`src/rtl/oc_vector_driver.sv`:
```
// Stimulus driver that walks {a,b,c} through all 8 combinations and captures the {y1,y0} response of each.
// Define OC_VEC_FLOAT_EN to release the bus (high-Z) for FLOAT_CYCLES between consecutive vectors.
module oc_vector_driver #(
  parameter int HOLD_CYCLES  = 4,
  parameter int FLOAT_CYCLES = 2
) (
  input  logic        clk,
  input  logic        rst,
  input  logic        start,
  input  logic        abort,
  input  logic        y0,
  input  logic        y1,
  output logic        a,
  output logic        b,
  output logic        c,
  output logic        busy,
  output logic        done,
  output logic [2:0]  vec_idx,
  output logic [15:0] results,
  output logic        results_valid
);

  localparam int HOLD_W = (HOLD_CYCLES > 1) ? $clog2(HOLD_CYCLES) : 1;

  typedef enum logic [1:0] {
    S_IDLE,
    S_DRIVE,
`ifdef OC_VEC_FLOAT_EN
    S_FLOAT,
`endif
    S_DONE
  } state_t;

  state_t             state;
  state_t             state_next;
  logic [HOLD_W-1:0]  hold_cnt;
  logic               hold_last;
  logic               drive_en;
  logic [2:0]         drive_val;

  assign hold_last = (hold_cnt == HOLD_W'(HOLD_CYCLES - 1));

`ifdef OC_VEC_FLOAT_EN
  localparam int FLOAT_W = (FLOAT_CYCLES > 1) ? $clog2(FLOAT_CYCLES) : 1;

  logic [FLOAT_W-1:0] float_cnt;
  logic               float_last;

  assign float_last = (float_cnt == FLOAT_W'(FLOAT_CYCLES - 1));
`endif

  // NOTE: sequential state uses non-blocking (<=) so every flop samples pre-edge values.
  always_ff @(posedge clk or posedge rst) begin
    if (rst) state <= S_IDLE;
    else     state <= state_next;
  end

  // NOTE: every output of a combinational block gets a default first, so no path infers a latch.
  always_comb begin
    state_next = state;
    unique case (state)
      S_IDLE:  if (start) state_next = S_DRIVE;
      S_DRIVE: begin
        if (abort) begin
          state_next = S_IDLE;
        end else if (hold_last) begin
          if (vec_idx == 3'd7) state_next = S_DONE;
`ifdef OC_VEC_FLOAT_EN
          else                 state_next = S_FLOAT;
`else
          else                 state_next = S_DRIVE;
`endif
        end
      end
`ifdef OC_VEC_FLOAT_EN
      S_FLOAT: begin
        if (abort)           state_next = S_IDLE;
        else if (float_last) state_next = S_DRIVE;
      end
`endif
      S_DONE:  state_next = S_IDLE;
      default: state_next = S_IDLE;
    endcase
  end

  always_comb begin
    busy      = 1'b0;
    done      = 1'b0;
    drive_en  = 1'b1;
    drive_val = 3'd0;
    unique case (state)
      S_DRIVE: begin
        busy      = 1'b1;
        drive_val = vec_idx;
      end
`ifdef OC_VEC_FLOAT_EN
      S_FLOAT: begin
        busy     = 1'b1;
        drive_en = 1'b0;
      end
`endif
      S_DONE:  done = 1'b1;
      default: ;
    endcase
  end

  assign a = drive_en ? drive_val[2] : 1'bz;
  assign b = drive_en ? drive_val[1] : 1'bz;
  assign c = drive_en ? drive_val[0] : 1'bz;

  // vec_idx advances at the capture edge, so during FLOAT it already names the next vector.
  always_ff @(posedge clk or posedge rst) begin
    if (rst) begin
      vec_idx       <= 3'd0;
      hold_cnt      <= '0;
      results       <= 16'h0000;
      results_valid <= 1'b0;
`ifdef OC_VEC_FLOAT_EN
      float_cnt     <= '0;
`endif
    end else begin
      unique case (state)
        S_IDLE: begin
          if (start) begin
            vec_idx       <= 3'd0;
            hold_cnt      <= '0;
            results       <= 16'h0000;
            results_valid <= 1'b0;
`ifdef OC_VEC_FLOAT_EN
            float_cnt     <= '0;
`endif
          end
        end
        S_DRIVE: begin
          if (abort) begin
            vec_idx  <= 3'd0;
            hold_cnt <= '0;
          end else if (hold_last) begin
            results[{vec_idx, 1'b0} +: 2] <= {y1, y0};
            hold_cnt <= '0;
            if (vec_idx == 3'd7) results_valid <= 1'b1;
            else                 vec_idx       <= vec_idx + 3'd1;
          end else begin
            hold_cnt <= hold_cnt + HOLD_W'(1);
          end
        end
`ifdef OC_VEC_FLOAT_EN
        S_FLOAT: begin
          if (abort) begin
            vec_idx   <= 3'd0;
            float_cnt <= '0;
          end else if (float_last) begin
            float_cnt <= '0;
          end else begin
            float_cnt <= float_cnt + FLOAT_W'(1);
          end
        end
`endif
        default: ;
      endcase
    end
  end

endmodule

```
`config.mk`:
```
export PLATFORM = sky130hd
export DESIGN_NAME = oc_vector_driver
export DESIGN_NICKNAME = d
export VERILOG_FILES = /design/src/rtl/oc_vector_driver.sv
export SDC_FILE = /design/constraint.sdc
export NUM_CORES = 1
export LEC_CHECK = 0
export ABC_AREA = 1
export CAP_MARGIN = 20
export CORE_UTILIZATION = 61
export DETAILED_ROUTE_END_ITERATION = 6
export DONT_BUFFER_PORTS = 1
export PLACE_DENSITY_LB_ADDON = 0.15
export SLEW_MARGIN = 20
export SYNTH_ARGS = -nofsm -noshare
export SYNTH_HDL_FRONTEND = slang
export SYNTH_SLANG_ARGS = --single-unit
export TNS_END_PERCENT = 50
```
`constraint.sdc`:
```
create_clock -name clk -period 3 [get_ports clk]
set_input_delay 0.3 -clock clk [delete_from_list [all_inputs] [get_ports clk]]
set_output_delay 0.3 -clock clk [all_outputs]
set_load 0.03 [all_outputs]
```
==> metrics.cfg, run 1 <==
[run_status]
status=finished clean

[sta]
fin_skew_ns=0.00570
layout_min_cycle_time_ns=2.18
fin_ws_ns=0.820
max_freq_ghz=0.459
rsz0062_at_grt=no
post-route-period-util_pct=72.7
maxSlewViolCount=0
finalSetupViolations=0
tns_ns=0
slew-limit-headroom_pct=38.4
tightest_slew_ns=0.923
report.final.hold_viol_count=0

[flow_run]
max_cap_viol_count=0

[pwr]
intPower_w=0.000569
pwr-share-seq_pct=41.8
p_leak_nw=0.733
power_switching_w=0.000521
p_per_area_nw_per_um2=818
ir_drop_v=0.000543
pwr-share-clk_pct=15.9
comb_power_share_pct=42.3
p_sw_share_pct=47.8

[synthesis]
netlist_instances=158
ys_types=18
synth_area_um2=1280
synth.avg_cell_area_um2=8.13
synth_top_family_by_area=simple AND/OR/NAND/NOR gates
postSynthNetCount=170
synth_xor_area_share_pct=0
synth_seq_area_share_pct=46.7
synthMuxAreaShare_pct=0
ys.warnings.count=0
yosys.area_share.simple_pct=32.8
synth_compound_area_share_pct=7.89
synth-seq-cells=24
synthAdderAreaFrac_pct=5.84

[cts]
cts.clk_slew.worst_paths_ns=0.13
clock_sinks=24
cts_hold_buf=0
clockBufferDepth=2
h-tree-depth=1
insertion_delay_ns=0.32
cts_setup_buffers=0
root_buffer=clkbuf_4
cts_buffers=3
cts_tree=yes
ctsResizeCount=0

[min_path]
worstHoldPathType=in2async

[setup_path]
reg2reg_from=vec_idx[0]$_DFFE_PP0P_
critPathKind=reg2reg
r2r-end=results[1]$_DFFE_PP0P_
crit_required_ns=3.23
crit_fanout=6
endpoint_kind=flop
cp-start-kind=flop
slowest_delay_ns=0.62
rrSetupSlack_ns=0.82
reg2reg_depth=9
cp_top_family=flip-flops
cp_num_buf_inv=2
path_cells=inv_1 -> ha_1 -> ha_1 -> inv_1 -> nand3_1 -> nor2_1 -> o21ai_0 -> nand2_1 -> nand2_1
crit_path_top_delay_cell=dfrtp_1
crit_arrival_ns=2.41

[die]
dieWidth_um=47.9
io_pins=31
initial_core_util_pct=65.5
die_h_um=47.9
die_area_um2=2290
core-area_um2=1960
rows=16

[grt]
antenna_found_initial=0
grt_pass1_wl_um=3800
grt_overflow=0
grt_max_degree=25
grt_pass1_vias=926
track_usage_pct=24.1

[finish]
fin_nets=173
fillers=168
syn_to_final_growth_pct=3.70
layout-drive-gt1-share_pct=10.6
diodes=0
final_common_cell=nand2_1
mostFrequentLayoutCells=nand2_1, dfrtp_1, inv_1
seq_area_um2=601
multi_input_area_um2=598

[placement]
place_hpwl_um=1850
portBuffers=0
pre_cts_ws_ns=0.855
globalplace.congestion=0.968

[drt]
num_vias=1039
drtIter0Drc=17
totalWireLength_um=2490
drc_errors=0
vias_per_cell=5.56
wl_per_cell_um=13.3
dr.pass1.iters=4
postRouteAntennaNets=0

[synth_stat cells]
master,number,share of area (%)
nor2_1,14,4.1
nand3_1,9,3.5
nor4_1,1,0.49
ha_1,6,5.8
nand2_2,4,1.9
dfrtp_1,24,47
a21oi_1,1,0.39
nor2_8,1,1.6
o21ai_2,4,2.7
a21oi_2,2,1.4
buf_6,2,1.8
inv_2,1,0.29
nand3b_4,1,1.6
nand4_1,5,2.4
o21ai_0,7,2.7
inv_1,16,4.7
a22o_1,1,0.68
nand2_1,59,17
[metal layers]
layer | global-route usage [%] | vias up | routed length [um]
met1 | 32.4 | 496 | 1140
met4 | 10.0 | 0 | 44
met3 | 3.77 | 5 | 96
li1 | - | 511 | -
met5 | 0 | - | 0
met2 | 38.6 | 27 | 1210
[cell families after synthesis]
kind of cell / count (synthesis)
buffers and inverters: 19
adder cells (fa/ha/maj): 6
AO/OA/AOI/OAI: 15
flip-flops: 24
AND/OR/NAND/NOR: 94
[metrics by stage]
stage / util, % / cells / hold WS [ns] / power (W) / area, um^2
after global placement: 66.1 / 183 / 0.399 / 0.000905 / 1300
after floorplan: - / 158 / 0.315 / 0.000865 / 1280
final: 67.9 / 187 / 0.0535 / 0.00109 / 1330
after CTS: 67.9 / 187 / 0.0764 / 0.00109 / 1330
after detailed placement: 66.1 / 183 / 0.433 / 0.000923 / 1300
after global routing: 67.9 / 187 / 0.111 / 0.00118 / 1330
[power by group through the flow]
| stage | registers [W] | clock network, W | logic [W] |
|---|---|---|---|
| 2_1_floorplan | 0.000453 | 0 | 0.000412 |
| 3_3_place_gp | 0.000460 | 0 | 0.000445 |
| 3_5_place_dp | 0.000462 | 0 | 0.000461 |
| 4_1_cts | 0.000455 | 0.000174 | 0.000464 |
| 5_1_grt | 0.000464 | 0.000187 | 0.000524 |
| 6_report | 0.000456 | 0.000173 | 0.000461 |
[area by class of cell]
| class | instances | share of cell area [%] |
|---|---|---|
| clock buffer | 4 | 2.72 |
| sequential | 24 | 45.1 |
| tap | 27 | 2.54 |
| inverter | 17 | 4.79 |
| multi-input combinational | 115 | 44.9 |
[registers in the layout, indices dropped and copies added (netlist names)]
name and flops:
vec_idx 3, hold_cnt 2, results 16, results_valid 1, state 2
[how the worst max path moves through the flow]
stage,from,endpoint,slack (ns),cells past startpoint
floorplan,vec_idx[0]$_DFFE_PP0P_,results[0]$_DFFE_PP0P_,1.07,9
global placement,vec_idx[0]$_DFFE_PP0P_,results[1]$_DFFE_PP0P_,0.97,9
detailed placement,vec_idx[0]$_DFFE_PP0P_,results[1]$_DFFE_PP0P_,0.85,9
CTS,vec_idx[0]$_DFFE_PP0P_,results[1]$_DFFE_PP0P_,0.81,9
global route,vec_idx[0]$_DFFE_PP0P_,results[1]$_DFFE_PP0P_,0.58,9
finish,vec_idx[0]$_DFFE_PP0P_,results[1]$_DFFE_PP0P_,0.82,9
Power figures use the tool's default switching activity.
==> run 2, diff against run 1 <==
Clock period 3 ns to 2.1 ns, I/O delays scaled along.
==> run 2 against run 1 <==
  * Fmax is 15% higher
  * Combinational power up 66%
  * Sequential power increased by 33%
  * Design area is 2.4% higher
  * Critical endpoint unchanged
  * Clock skew is 0.0030 ns lower
  * First-iteration DRC count rose to 2.9 times the previous value
  * Clock power grew 45%
  * Utilization increased by 1.7 points
  * Via count grew 2.0%
  * Global-route usage rose by 1.3 points
  * Power grew 49%
==> metrics.cfg, run 2 (same netlist as run 1, synthesis figures left out) <==
[grt]
grt_pass1_vias=936  ; +1.1%
antenna_found_initial=0  ; unchanged
track_usage_pct=25.4  ; +1.3 points
grt_max_degree=25  ; unchanged
grtUsageMet2_pct=41.1  ; +2.4 points
use_met3_pct=4.15  ; +0.38 points
grt_pass1_wl_um=4000  ; +5.1%
grtUsageMet1_pct=33.6  ; +1.3 points
grt_overflow=0  ; unchanged
top_usage_layer=met2

[placement]
globalplace.congestion=0.928  ; -4.1%
place_area_um2=1320  ; +1.7%
portBuffers=0  ; unchanged
place_hpwl_um=1980  ; +7.0%

[drt]
dr.pass1.iters=4  ; unchanged
vias_per_cell=5.55  ; -0.12%
num_vias=1060  ; +2.0%
totalWireLength_um=2660  ; +6.9%
drc_errors=0  ; unchanged
postRouteAntennaNets=0  ; unchanged
drtIter0Drc=50  ; +33
wl_per_cell_um=13.9  ; +4.7%

[finish]
diodes=0  ; unchanged
mostFrequentLayoutCells=nand2_1, dfrtp_1, inv_1
regMostFlops=results
final_common_cell=nand2_1
fin_nets=177  ; +2.3%
layout-drive-gt1-share_pct=12.2  ; +1.6 points
largest_reg_flops=16  ; unchanged
design_area_um2=1370  ; +2.4%
post-route-util_pct=69.6  ; +1.7 points
reg_top3=results (16), vec_idx (3)
syn_to_final_growth_pct=6.23

[sta]
rsz0062_at_grt=no
finalSetupViolations=0  ; unchanged
tightest_slew_ns=0.927  ; +0.00357 ns
tns_ns=0  ; unchanged
slew-limit-headroom_pct=38.1  ; -0.24 points
maxSlewViolCount=0  ; unchanged
layout_min_cycle_time_ns=1.90  ; -0.282 ns
max_freq_ghz=0.527  ; +15%
report.final.hold_viol_count=0  ; unchanged
post-route-period-util_pct=90.4  ; +18 points
fin_skew_ns=0.00269  ; -0.00301 ns
hold_ws_ns=0.0296  ; -0.0240 ns

[setup_path]
reg2reg_from=vec_idx[2]$_DFFE_PP0P_
critPathKind=reg2reg
cp-start-kind=flop
crit_required_ns=2.32  ; -0.91 ns
slowest_delay_ns=0.58  ; -0.04 ns
cp_top_family=flip-flops
cp_num_buf_inv=2  ; unchanged
path_cells=inv_1 -> ha_1 -> inv_1 -> nand3_1 -> nor2_1 -> o21ai_0 -> nand2_1 -> nand2_1
crit_fanout=5  ; -1
startpoint=vec_idx[2]$_DFFE_PP0P_
endpoint_kind=flop
crit_path_top_delay_cell=dfrtp_1
crit_arrival_ns=2.12  ; -0.29 ns

[cts]
clockBufferDepth=2  ; unchanged
cts.clk_slew.worst_paths_ns=0.14  ; about the same
cts_tree=yes
insertion_delay_ns=0.32  ; about the same
h-tree-depth=1  ; unchanged
ctsResizeCount=0  ; unchanged
root_buffer=clkbuf_4
cts_buffers=3  ; unchanged
clock_sinks=24  ; unchanged

[pwr]
p_total_w=0.00162  ; +49%
ir_drop_v=0.00106  ; +95%
p_leak_nw=0.752  ; +2.7%
p_per_area_nw_per_um2=1190  ; +45%

[run_status]
status=finished clean

[die]
core-area_um2=1960  ; unchanged
die_h_um=47.9  ; unchanged
io_pins=31  ; unchanged
die_area_um2=2290  ; unchanged
initial_core_util_pct=65.5  ; unchanged
dieWidth_um=47.9  ; unchanged
rows=16  ; unchanged

[flow_run]
max_cap_viol_count=0  ; unchanged

[min_path]
min-delay-start=y1
worstHoldPathType=in2reg

## run 2: cell types whose count changed in the layout (fill, tap and decap cells not counted)
cell	change
dlygate4sd3_1	+1
buf_4	+3
## run 2: layer usage
layer	part of all wire [%]	wire, um	up-vias
li1	-	-	519
met1	44	1170	502
met2	50	1340	34
met3	4.5	119	5
met4	1.2	32	0
met5	0	0	-
## run 2: worst paths after layout
kind,end,slack [ns],cells past startpoint
worst max-delay path,results[1]$_DFFE_PP0P_,0.20,8
worst min-delay path,results[11]$_DFFE_PP0P_,0.03,2
worst max register to register,results[1]$_DFFE_PP0P_,0.20,8
worst min register to register,hold_cnt[0]$_DFFE_PP0P_,0.51,1
max in group asynchronous,hold_cnt[0]$_DFFE_PP0P_,1.02,2
min in group asynchronous,results[1]$_DFFE_PP0P_,0.52,2
## run 2: power by group
group | leakage, nW | internal [W] | switching, W
combinational | 0.402 | 0.000220 | 0.000544
sequential | 0.329 | 0.000522 | 0.0000849
clock | 0.0210 | 0.000106 | 0.000144
## run 2: cell type report
type,instances,area (um^2)
fill,177,597
tap,27,33.8
sequential,24,601
clock buffer,4,36.3
multi-input combinational,115,598
inverter,17,63.8
timing repair buffer,4,32.5
## run 2: stage by stage
step | std cells | setup WS [ns]
finish | 191 | 0.202
global route | 191 | 0.0311
CTS | 191 | 0.214
detailed placement | 186 | 0.245
global placement | 186 | 0.329
floorplan | 158 | 0.165
## run 2: timing repair
action,in CTS,in global routing
setup buffers,0,0
hold buffers,1,0
endpoints found under the hold margin,11,0
setup endpoints to repair,0,0
==> run 3, diff against run 2 <==
Settings changed: ABC_AREA 1 to default.
==> run 3 against run 2 <==
  * Register-to-register slack worse by 0.07 ns
  * Die area is 1.5% higher
  * Combinational power down 55%
  * Final cell count fell by 14%
  * Clock power rose by 35%
  * Fmax fell by 3.6%
  * Utilization is 4.5 points higher
  * Critical endpoint is now results[4]$_DFFE_PP0P_
  * Count of clock-buffer cells in the layout down 1
  * Sequential share of layout area shrank 2.9 points
  * Largest power group is now sequential cells
==> metrics.cfg, run 3 <==
[run_status]
status=finished clean

[sta]
slew-limit-headroom_pct=61.0  ; +23 points
tns_ns=0  ; unchanged
finalSetupViolations=0  ; unchanged
report.final.hold_viol_count=0  ; unchanged
rsz0062_at_grt=no
layout_min_cycle_time_ns=1.97  ; +0.0708 ns
max_freq_ghz=0.508  ; -3.6%
post-route-period-util_pct=93.7  ; +3.4 points
tightest_slew_ns=0.583  ; -0.344 ns
maxSlewViolCount=0  ; unchanged
fin_skew_ns=0.0141  ; +0.0114 ns

[cts]
clock_sinks=24  ; unchanged
clockBufferDepth=2  ; unchanged
h-tree-depth=1  ; unchanged
cts_tree=yes
ctsResizeCount=0  ; unchanged
insertion_delay_ns=0.33  ; about the same
cts_buffers=3  ; unchanged
root_buffer=clkbuf_4
cts.clk_slew.worst_paths_ns=0.14  ; about the same

[drt]
vias_per_cell=6.22  ; +12%
totalWireLength_um=2750  ; +3.5%
drtIter0Drc=34  ; -32%
num_vias=1026  ; -3.2%
wl_per_cell_um=16.7  ; +20%
postRouteAntennaNets=0  ; unchanged
drc_errors=0  ; unchanged
dr.pass1.iters=4  ; unchanged

[setup_path]
cp_num_buf_inv=1  ; -1
crit_arrival_ns=2.19  ; +0.07 ns
crit_path_top_delay_cell=or4_1
cp_top_family=simple AND/OR/NAND/NOR gates
crit_required_ns=2.33  ; about the same
path_cells=inv_2 -> ha_1 -> ha_1 -> or2_0 -> or4_1 -> mux2i_1
critPathKind=reg2reg
path_common_cell=ha_1
cp-start-kind=flop
reg2reg_from=vec_idx[0]$_DFFE_PP0P_
rrSetupSlack_ns=0.13  ; -0.07 ns
reg2reg_depth=6  ; -2
r2r-end=results[4]$_DFFE_PP0P_
endpoint_kind=flop
slowest_delay_ns=0.50  ; -0.08 ns
crit_fanout=7  ; +2

[flow_run]
max_cap_viol_count=0  ; unchanged

[die]
dieWidth_um=48.3  ; +0.75%
die_area_um2=2330  ; +1.5%
core-area_um2=1980  ; +1.0%
rows=16  ; unchanged
initial_core_util_pct=65.8  ; +0.35 points
die_h_um=48.3  ; +0.75%
io_pins=31  ; unchanged

[finish]
final_common_cell=dfrtp_1
reg_top3=results (16), vec_idx (3)
syn_to_final_growth_pct=12.5
regMostFlops=results
diodes=0  ; unchanged
largest_reg_flops=16  ; unchanged
fin_nets=151  ; -15%
mostFrequentLayoutCells=dfrtp_1, nand2_1, mux2i_1
layout-drive-gt1-share_pct=16.7  ; +4.5 points
fillers=142  ; -20%

[grt]
track_usage_pct=24.7  ; -0.66 points
grt_pass1_wl_um=3950  ; -1.2%
grt_pass1_vias=902  ; -3.6%
antenna_found_initial=0  ; unchanged
grt_overflow=0  ; unchanged
grt_max_degree=25  ; unchanged

[pwr]
p_sw_share_pct=37.1  ; -11 points
comb_power_share_pct=25.5  ; -22 points
p_total_w=0.00136  ; -16%
ir_drop_v=0.000654  ; -38%
pwr-share-clk_pct=24.8  ; +9.4 points
p_per_area_nw_per_um2=928  ; -22%
intPower_w=0.000857  ; +1.1%
p_leak_nw=0.686  ; -8.9%
pwr-share-seq_pct=49.7  ; +12 points
power_switching_w=0.000506  ; -35%

[synthesis]
synth.most_common_cell=dfrtp_1
async_flop_share_pct=100  ; unchanged
ys.warnings.count=0  ; unchanged
synth_seq_area_share_pct=46.0  ; -0.72 points
synth_edf_count=0  ; unchanged
netlist_instances=128  ; -19%
synth_area_leaders=dfrtp_1, mux2i_1, ha_1
synth_top_area_cell=dfrtp_1
synth-seq-cells=24  ; unchanged
synthFlopType=dfrtp_1
yosys.area.top_type_share_pct=46.0  ; -0.72 points
postSynthNetCount=140  ; -18%
ys_types=34  ; +16
ys_top_cells_by_count=dfrtp_1, nand2_1, mux2i_1
synth.avg_cell_area_um2=10.2  ; +25%
synth_area_um2=1310  ; +1.6%

[placement]
globalplace.congestion=0.817  ; -12%
portBuffers=0  ; unchanged
place_hpwl_um=2040  ; +3.2%

[min_path]
min_path_cells=2  ; unchanged
worstHoldPathType=in2reg
hold_end=results[3]$_DFFE_PP0P_
min-delay-start=y1

-- run 3: per-stage QoR --
stage	utilization, %	worst slack (ns)	instances	instance area, um^2	hold slack [ns]
detailed placement	70.9	0.146	160	1410	0.165
global route	74.1	0.0149	165	1470	0.0258
CTS	74.1	0.133	165	1470	0.0214
finish	74.1	0.132	165	1470	0.0258
floorplan	-	0.0410	128	1320	0.224
global placement	70.9	0.204	160	1410	0.158
-- run 3: logic make-up after synthesis --
| group | count (synthesis) | synth area share (%) |
|---|---|---|
| compound gates | 17 | 10.1 |
| fa+ha+maj | 6 | 5.75 |
| buf+inv | 11 | 3.26 |
| flops | 24 | 46.0 |
| mux | 13 | 9.97 |
| simple gates | 57 | 24.9 |
-- run 3: worst max-delay path by stage --
stage                            start                endpoint  slack, ns  depth (start not counted)
6_report        vec_idx[0]$_DFFE_PP0P_  results[4]$_DFFE_PP0P_       0.13                          6
5_1_grt        hold_cnt[0]$_DFFE_PP0P_  results[3]$_DFFE_PP0P_       0.01                          6
4_1_cts         vec_idx[0]$_DFFE_PP0P_  results[4]$_DFFE_PP0P_       0.13                          6
3_5_place_dp    vec_idx[0]$_DFFE_PP0P_  results[4]$_DFFE_PP0P_       0.15                          6
3_3_place_gp    vec_idx[0]$_DFFE_PP0P_  results[4]$_DFFE_PP0P_       0.20                          6
2_1_floorplan   vec_idx[0]$_DFFE_PP0P_  results[4]$_DFFE_PP0P_       0.04                          6
-- run 3: layout make-up --
class                           instances  area (um^2)  share of cell area [%]
Sequential cell                        24          603                    41.1
Multi-Input combinational cell         93          674                    46.0
Clock buffer                            3         22.5                    1.53
Inverter                                7         26.3                    1.79
Tap cell                               27         33.8                    2.30
Timing Repair Buffer                   10         77.6                    5.29
Clock inverter                          1         30.0                    2.05
-- run 3: repair_timing --
| item | CTS | global route |
|---|---|---|
| setup endpoints to repair | 0 | 0 |
| hold buffers | 1 | 0 |
| setup buffers | 0 | 0 |
| hold endpoints to repair | 24 | 0 |
-- run 3: worst reg2reg max path: cells and delay by family, from the launching register on --
family,cells,cell delay [ns]
AND/OR/NAND/NOR,2,0.84
adder cells (fa/ha/maj),2,0.47
multiplexers,1,0.15
buffers and inverters,1,0.04
flip-flops,1,0.39
-- run 3: metal layers --
layer,part of all wire [%],GRT usage (%),routed length [um],up-vias
li1,-,-,-,485
met1,44,32.7,1220,500
met2,50,41.1,1370,36
met3,4.5,2.96,125,5
met4,1.2,10.0,32,0
met5,0,0,0,-
-- run 3: power by group through the flow --
stage               combinational [W]  clock (W)  sequential, W
global placement             0.000325          0       0.000683
finish                       0.000347   0.000338       0.000677
CTS                          0.000345   0.000339       0.000676
global route                 0.000384   0.000353       0.000686
floorplan                    0.000246          0       0.000688
detailed placement           0.000340          0       0.000686
